### src/rtl/filter_capture.sv
// filter_capture: latency-matched capture of FIR results, decimation, show-ahead FIFO.
// Define FILTER_CAPTURE_WARMUP_SKIP_EN to discard the first TAPS captures after reset/clear.
module filter_capture #(
  parameter int LATENCY = 5,
  parameter int DECIM   = 1,
  parameter int DEPTH   = 16,
  parameter int TAPS    = 32
) (
  input  logic                     clk,
  input  logic                     rst_n,
  input  logic                     enable,
  input  logic [15:0]              filter_data,
  input  logic                     clear,
  output logic [15:0]              m_data,
  output logic                     m_valid,
  input  logic                     m_ready,
  output logic [$clog2(DEPTH):0]   level,
  output logic                     overflow,
  output logic [7:0]               drop_cnt
);

  localparam int AW = $clog2(DEPTH);
  localparam int PW = (DECIM > 1) ? $clog2(DECIM) : 1;
  localparam logic [PW-1:0] PMAX = PW'(DECIM - 1);
  localparam logic [AW:0]   FULL = (AW+1)'(DEPTH);
  localparam logic [AW:0]   ONE  = (AW+1)'(1);

  logic [LATENCY-1:0] pipe;
  logic [LATENCY-1:0] pipe_nxt;
  logic               cap;
  logic               elig;
  logic               keep;
  logic               pop;
  logic               push;
  logic               drop;
  logic               empty_nxt;
  logic [PW-1:0]      phase;
  logic [AW-1:0]      wptr;
  logic [AW-1:0]      rptr;
  logic [AW-1:0]      rnext;
  logic [AW:0]        lvl_nxt;
  logic [15:0]        head_nxt;
  logic [15:0]        mem [DEPTH];

  generate
    if (LATENCY == 1) begin : g_p1
      assign pipe_nxt = enable;
    end else begin : g_pn
      assign pipe_nxt = {pipe[LATENCY-2:0], enable};
    end
  endgenerate

  assign cap = pipe[LATENCY-1];

`ifdef FILTER_CAPTURE_WARMUP_SKIP_EN
  localparam logic [7:0] TW = 8'(TAPS);
  logic [7:0] warm;

  assign elig = cap && (warm >= TW);

  always_ff @(posedge clk or negedge rst_n) begin
    if (!rst_n) begin
      warm <= '0;
    end else if (clear) begin
      warm <= '0;
    end else if (cap && (warm < TW)) begin
      warm <= warm + 8'd1;
    end
  end
`else
  assign elig = cap;
`endif

  assign keep  = elig && (phase == '0);
  assign pop   = m_valid && m_ready;
  assign push  = keep && ((level != FULL) || pop);
  assign drop  = keep && !push;
  assign rnext = rptr + 1'b1;

  always_comb begin
    lvl_nxt = level;
    unique case ({push, pop})
      2'b10:   lvl_nxt = level + ONE;
      2'b01:   lvl_nxt = level - ONE;
      default: ;
    endcase
  end

  // Head register: next entry on pop, or the incoming sample when the FIFO would be empty.
  assign empty_nxt = !m_valid || (pop && (level == ONE));

  always_comb begin
    head_nxt = m_data;
    unique case (1'b1)
      pop && (level > ONE): head_nxt = mem[rnext];
      push && empty_nxt:    head_nxt = filter_data;
      default: ;
    endcase
  end

  always_ff @(posedge clk) begin
    if (push) begin
      mem[wptr] <= filter_data;
    end
  end

  always_ff @(posedge clk or negedge rst_n) begin
    if (!rst_n) begin
      pipe     <= '0;
      phase    <= '0;
      wptr     <= '0;
      rptr     <= '0;
      level    <= '0;
      m_valid  <= 1'b0;
      m_data   <= '0;
      overflow <= 1'b0;
      drop_cnt <= '0;
    end else if (clear) begin
      pipe     <= '0;
      phase    <= '0;
      wptr     <= '0;
      rptr     <= '0;
      level    <= '0;
      m_valid  <= 1'b0;
      overflow <= 1'b0;
      drop_cnt <= '0;
    end else begin
      pipe <= pipe_nxt;
      if (elig) begin
        phase <= (phase == PMAX) ? '0 : phase + 1'b1;
      end
      if (push) begin
        wptr <= wptr + 1'b1;
      end
      if (pop) begin
        rptr <= rnext;
      end
      level   <= lvl_nxt;
      m_valid <= (lvl_nxt != '0);
      m_data  <= head_nxt;
      if (drop) begin
        overflow <= 1'b1;
        if (drop_cnt != 8'hFF) begin
          drop_cnt <= drop_cnt + 8'd1;
        end
      end
    end
  end

endmodule

### config.mk
export PLATFORM = sky130hd
export DESIGN_NAME = filter_capture
export DESIGN_NICKNAME = d
export VERILOG_FILES = /design/src/rtl/filter_capture.sv
export SDC_FILE = /design/constraint.sdc
export NUM_CORES = 1
export LEC_CHECK = 0
export ABC_AREA = 1
export CAP_MARGIN = 20
export CORE_MARGIN = 2
export CORE_UTILIZATION = 30
export CTS_BUF_LIST = sky130_fd_sc_hd__clkbuf_8
export DETAILED_ROUTE_END_ITERATION = 8
export SLEW_MARGIN = 20
export SYNTH_ARGS = -nofsm -noshare
export SYNTH_HDL_FRONTEND = slang
export SYNTH_SLANG_ARGS = --single-unit
### constraint.sdc
create_clock -name clk -period 6.8 [get_ports clk]
set_input_delay 1.36 -clock clk [delete_from_list [all_inputs] [get_ports clk]]
set_output_delay 1.36 -clock clk [all_outputs]
set_load 0.02 [all_outputs]
# Yosys cells after proc, flatten, opt, wreduce, memory -nomap -nowiden
# Memory sizes are Yosys's and may differ from the RTL's.
# Index checks and enable logic that the tools add are counted.
[word_totals] memories=1 elab_cells=63 register_bits=45 inputBits=21 ramBits=256 output_inout_bits=31
[mem_list] name="mem" depth=16 word_bits=16 rd=1 rd_clocked_by_memory_dff=0 write_ports=1 line_no="43" rtl="logic [15:0] mem [DEPTH];"
[op_classes] reduce_logical=20 bitwise_logic=2 eq_ne=5 add_sub_neg=6 magnitude_cmp=1 n_mux=19
[op_table] cell="16-bit case mux with 2 select lines" count=1
[op_table] cell="8-bit 2-to-1 mux" count=3
[op_table] cell="4-bit 2-to-1 mux" count=4
[op_table] cell="2-bit nonzero test" count=6
[op_table] cell="5-bit 2-to-1 mux" count=2
[op_table] cell="5-bit case mux with 2 select lines" count=1
[op_table] cell="4-bit by 1-bit adder with 4-bit output, second input constant" count=2
[op_table] cell="8-bit by 1-bit adder with 8-bit output, second input constant" count=1
[op_table] cell="1-bit 2-to-1 mux" count=8
[op_table] cell="8-bit != test, second input constant" count=1
[op_table] cell="1-bit logical AND" count=7
[op_table] cell="5-bit by 1-bit adder with 5-bit output, second input constant" count=1
[op_table] cell="5-bit by 1-bit equality test with 1-bit output, second input constant" count=1
[op_table] cell="5-bit by 1-bit > comparator with 1-bit output, second input constant" count=1
[op_table] cell="5-bit != test, second input constant" count=1
[op_table] cell="5-bit nonzero test" count=1
[op_table] cell="5-bit by 1-bit subtractor with 5-bit output, second input constant" count=1
[op_table] cell="2-bit AND reduction" count=2
[op_table] cell="2-bit by 1-bit equality test with 1-bit output, second input constant" count=1
[op_table] cell="2-bit equality test, second input constant" count=1
[op_table] cell="1-bit zero test" count=2
[op_table] cell="1-bit logical OR" count=2
[op_table] cell="1-bit NOT" count=2
[op_table] cell="1-bit adder, second input constant" count=1

# Depth between registers and ports, before layout
[logic_depth] ltp_word=7 ltp_mapped=16

# Worst setup path after synthesis
# Ideal clock, no wire load.
[synth_path] path_kind="input-to-reg" start="input m_ready" end="memory mem[11][0], enable pin" n_path_buf=0 path_slack_ps=3857 arrival_time_ps=2554 t_required_ps=6412 cell_stages=6 path_cell_list="nand2_2 > nand3_2 > nand2_4 > inv_4 > nand2_1 > nor2_1"
[synth_via] elab_chain_cells=5
[synth_lines] item="start: declaration" line_no="16" rtl="input logic m_ready,"
[synth_lines] item="1-bit logical AND" line_no="75" rtl="assign pop = m_valid && m_ready;"
[synth_lines] item="1-bit logical OR" line_no="76" rtl="assign push = keep && ((level != FULL) || pop);"
[synth_lines] item="1-bit logical AND" line_no="76"
[synth_lines] item="1-bit 2-to-1 mux" line_no="102" rtl="if (push) begin"
[synth_lines] item="1-bit 2-to-1 mux (implied by the code)" line_no="103" rtl="mem[wptr] <= filter_data;"
[synth_lines] item="end: declaration" line_no="43"
# Every way passes these cells.

# Worst setup path in the final report
[layout_path] start="register rptr[0]" end="register m_data[4]"
[layout_via] elab_chain_cells=3
[layout_lines] item="start: declaration" line_no="39" rtl="logic [AW-1:0] rptr;"
[layout_lines] item="start signal: assignment" line_no="136" rtl="rptr <= rnext;"
[layout_lines] item="4-bit by 1-bit adder with 4-bit output" line_no="78" rtl="assign rnext = rptr + 1'b1;"
[layout_lines] item="memory 16 x 16 bit"
[layout_lines] item="16-bit case mux with 2 select lines" line_no="94" rtl="unique case (1'b1)"
[layout_lines] item="end signal: assignment" line_no="140" rtl="m_data <= head_nxt;"
[layout_lines] item="end: declaration" line_no="14" rtl="output logic [15:0] m_data,"
# Every way passes these cells.
# A chain may end at the register's enable or synchronous reset.

==> flow_metrics.py <==
metrics = {
    "floorplanning": {
        "coreArea_um2": 43300,
        "std_cell_rows": 76,
        "initial_core_util_pct": 30.5,
        "dieArea_um2": 45700,
        "die_w_um": 214,
        "die_h_um": 214,
        "io_pins": 52,
    },
    "grt": {
        "grt_pass1_vias": 8932,
        "grt_max_degree": 92,
        "grt_use_total_pct": 15.2,
        "grt_overflow": 0,
        "grt_pass1_wl_mm": 52.2,
        "antenna_found_initial": 1,
    },
    "hold_path": {
        "hp-start": "pipe[0]",
        "hp-class": "flip-flop to flip-flop",
        "holdPathStages": 2,
        "whs_endpoint": "pipe[1]",
    },
    "synthesis": {
        "syn_nets": 1349,
        "ys_seq_elements": 300,
        "yosysUniqueCellTypes": 31,
        "yosys-top-cells-area": "edfxtp_1 (58%), nand2_1 (12%), dfrtp_1 (8.3%)",
        "synth_area_um2": 13200,
        "yosysTopAreaCell": "edfxtp_1",
        "yosysTopAreaCellShare_pct": 58.2,
        "synth_cells": 1316,
        "avgSynthCellArea_um2": 10.0,
        "synth_warnings": 0,
        "yosysSeqAreaShare_pct": 66.5,
    },
    "power_and_ir_drop": {
        "power.total_mw": 4.69,
        "peakVddDrop_mv": 0.146,
        "power_density_nw_per_um2": 309,
        "leakage_nw": 6.33,
    },
    "sta": {
        "rsz0062_at_grt": "false",
        "hold_viol": 0,
        "skew_ns": 0.0252,
        "finalCriticalPeriod_ns": 3.55,
        "period_share_pct": 52.2,
        "holdWs_ns": 0.460,
        "fmax_mhz": 282,
        "final.setup.worst_slack_ns": 3.25,
        "max_slew_margin_pct": 29.9,
        "tns_ns": 0,
        "maxSlewViolCount": 0,
        "setup_viol": 0,
        "tightest_slew_ns": 1.05,
    },
    "layout": {
        "final_area_um2": 15200,
        "nets": 1399,
        "fin_cells": 1989,
        "syn2layout_area_growth_pct": 14.8,
        "n_antenna_cell": 0,
        "drive_gt1_share_pct": 7.19,
        "finalCoreUtilization_pct": 35.0,
    },
    "worst_setup_path": {
        "crit_fanout": 91,
        "reg2reg_from": "rptr[0]",
        "cp-end-kind": "flip-flop",
        "arrival_ns": 4.01,
        "reg2reg_to": "m_data[4]",
        "r2r_cells": 8,
        "cp-start-kind": "flip-flop",
        "worstSetupPathType": "flip-flop to flip-flop",
        "timing.reg2reg.setup_slack_ns": 3.25,
        "required_ns": 7.26,
    },
    "placed_design": {
        "dp.cells": 1898,
        "io_buffers": 51,
        "post_dp_cell_area_um2": 14300,
        "gp_congestion": 0.847,
        "dp_hpwl_mm": 21.1,
        "post-place-ws_ns": 3.04,
    },
    "clock_tree": {
        "cts.path.max_buffers": 3,
        "h-tree-depth": 2,
        "cts_tree": "built",
        "cts-root-buf": "clkbuf_8",
        "numClockSinks": 300,
        "cts_resized": 0,
        "cts_buffers": 51,
        "postCtsHoldBufs": 0,
        "worstSkewPairLatency_ns": 0.59,
        "post_cts_buffers": 0,
        "clkTransAtPathRegs_ns": 0.06,
    },
    "detailed_routing": {
        "drt-wirelength-per-cell_um": 17.3,
        "routed_wl_mm": 34.4,
        "vias_per_cell": 4.61,
        "drc": 0,
        "drt_iter0_markers": 855,
        "detail-route-antenna-nets": 0,
        "first_pass_iters": 6,
        "vias": 9162,
    },
    "status": {
        "run_status": "complete, no violations",
    },
    "job": {
        "max_cap_violations": 0,
    },
}
==> cell usage after synthesis <==
cell,n
a211oi_1,1
a21boi_0,1
a21oi_1,5
buf_1,2
buf_2,37
buf_4,4
buf_6,3
clkbuf_1,15
dfrtp_1,44
edfxtp_1,256
ha_1,12
inv_1,163
inv_2,2
inv_4,1
nand2_1,414
nand2_2,2
nand2_4,3
nand3_1,202
nand3_2,1
nand3b_1,1
nand4_1,3
nor2_1,103
nor2_4,1
nor3_1,3
o211ai_1,1
o21a_1,1
o21ai_0,24
o22ai_1,2
xnor2_1,2
xor2_1,6
xor2_2,1
==> final cells by class <==
type | count | area [um^2]
Clock buffer | 52 | 716
Clock inverter | 39 | 196
Fill cell | 4344 | 28100
Inverter | 166 | 627
Multi-Input combinational cell | 789 | 3540
Sequential cell | 300 | 8790
Tap cell | 585 | 732
Timing Repair Buffer | 58 | 556
==> state kept, by name, summed over array words and instances, names as in the netlist <==
name / count
mem: 256
m_data: 16
drop_cnt: 8
level: 5
pipe: 5
rptr: 4
wptr: 4
m_valid: 1
overflow: 1
==> kinds of logic (layout without fill, tap and decap cells) <==
kind of cell	count (synthesis)	after routing	share of synthesized area, %
adder cells (fa/ha/maj)	12	12	1.14
buffers and inverters	227	315	7.10
flip-flops	300	300	66.5
XOR/XNOR	9	9	0.654
AND/OR/NAND/NOR	733	733	23.2
AO/OA/AOI/OAI	35	35	1.42
==> metal layers <==
layer	vias to the layer above	part of all wire (%)	track usage [%]
li1	4384	-	-
met5	-	0	0
met1	4417	42	19.6
met4	0	3.2	5.39
met3	79	5.5	2.56
met2	282	49	25.9
==> how the worst max path moves through the flow <==
| stage | start | end | slack, ns | depth (start not counted) |
|---|---|---|---|---|
| floorplan | m_ready | mem[11][0] | 3.86 | 6 |
| global placement | m_ready | mem[15][8] | 3.12 | 7 |
| detailed placement | m_ready | mem[14][13] | 3.04 | 7 |
| CTS | rptr[0] | m_data[15] | 3.30 | 8 |
| global route | rptr[0] | m_data[11] | 3.06 | 8 |
| finish | rptr[0] | m_data[4] | 3.25 | 8 |
==> power breakdown <==
group          internal (mW)  total (mW)  switching (mW)
registers               2.06        2.13          0.0783
clock network          0.750        1.47           0.722
logic                  0.340        1.08           0.743
total                   3.15        4.69            1.54
==> worst max-delay path, cell delays in order, from the launching register on <==
cell	delay, ns
dfrtp_4	0.74
buf_4	0.85
nand3_1	0.24
xor2_2	0.69
inv_2	0.32
nand3_1	0.25
nand3_1	0.12
nand2_1	0.09
nand2_1	0.05
==> cells in the final DEF (no fill, tap or decap), drive strengths merged, types with 12 or more instances in the layout <==
cell type / instances
nand2: 419
ha: 12
nor2: 104
nand3: 203
clkinv: 17
inv: 187
o21ai: 24
clkbuf: 52
dfrtp: 44
clkdlybuf4s50: 49
edfxtp: 256
Power figures use the tool's default switching activity.
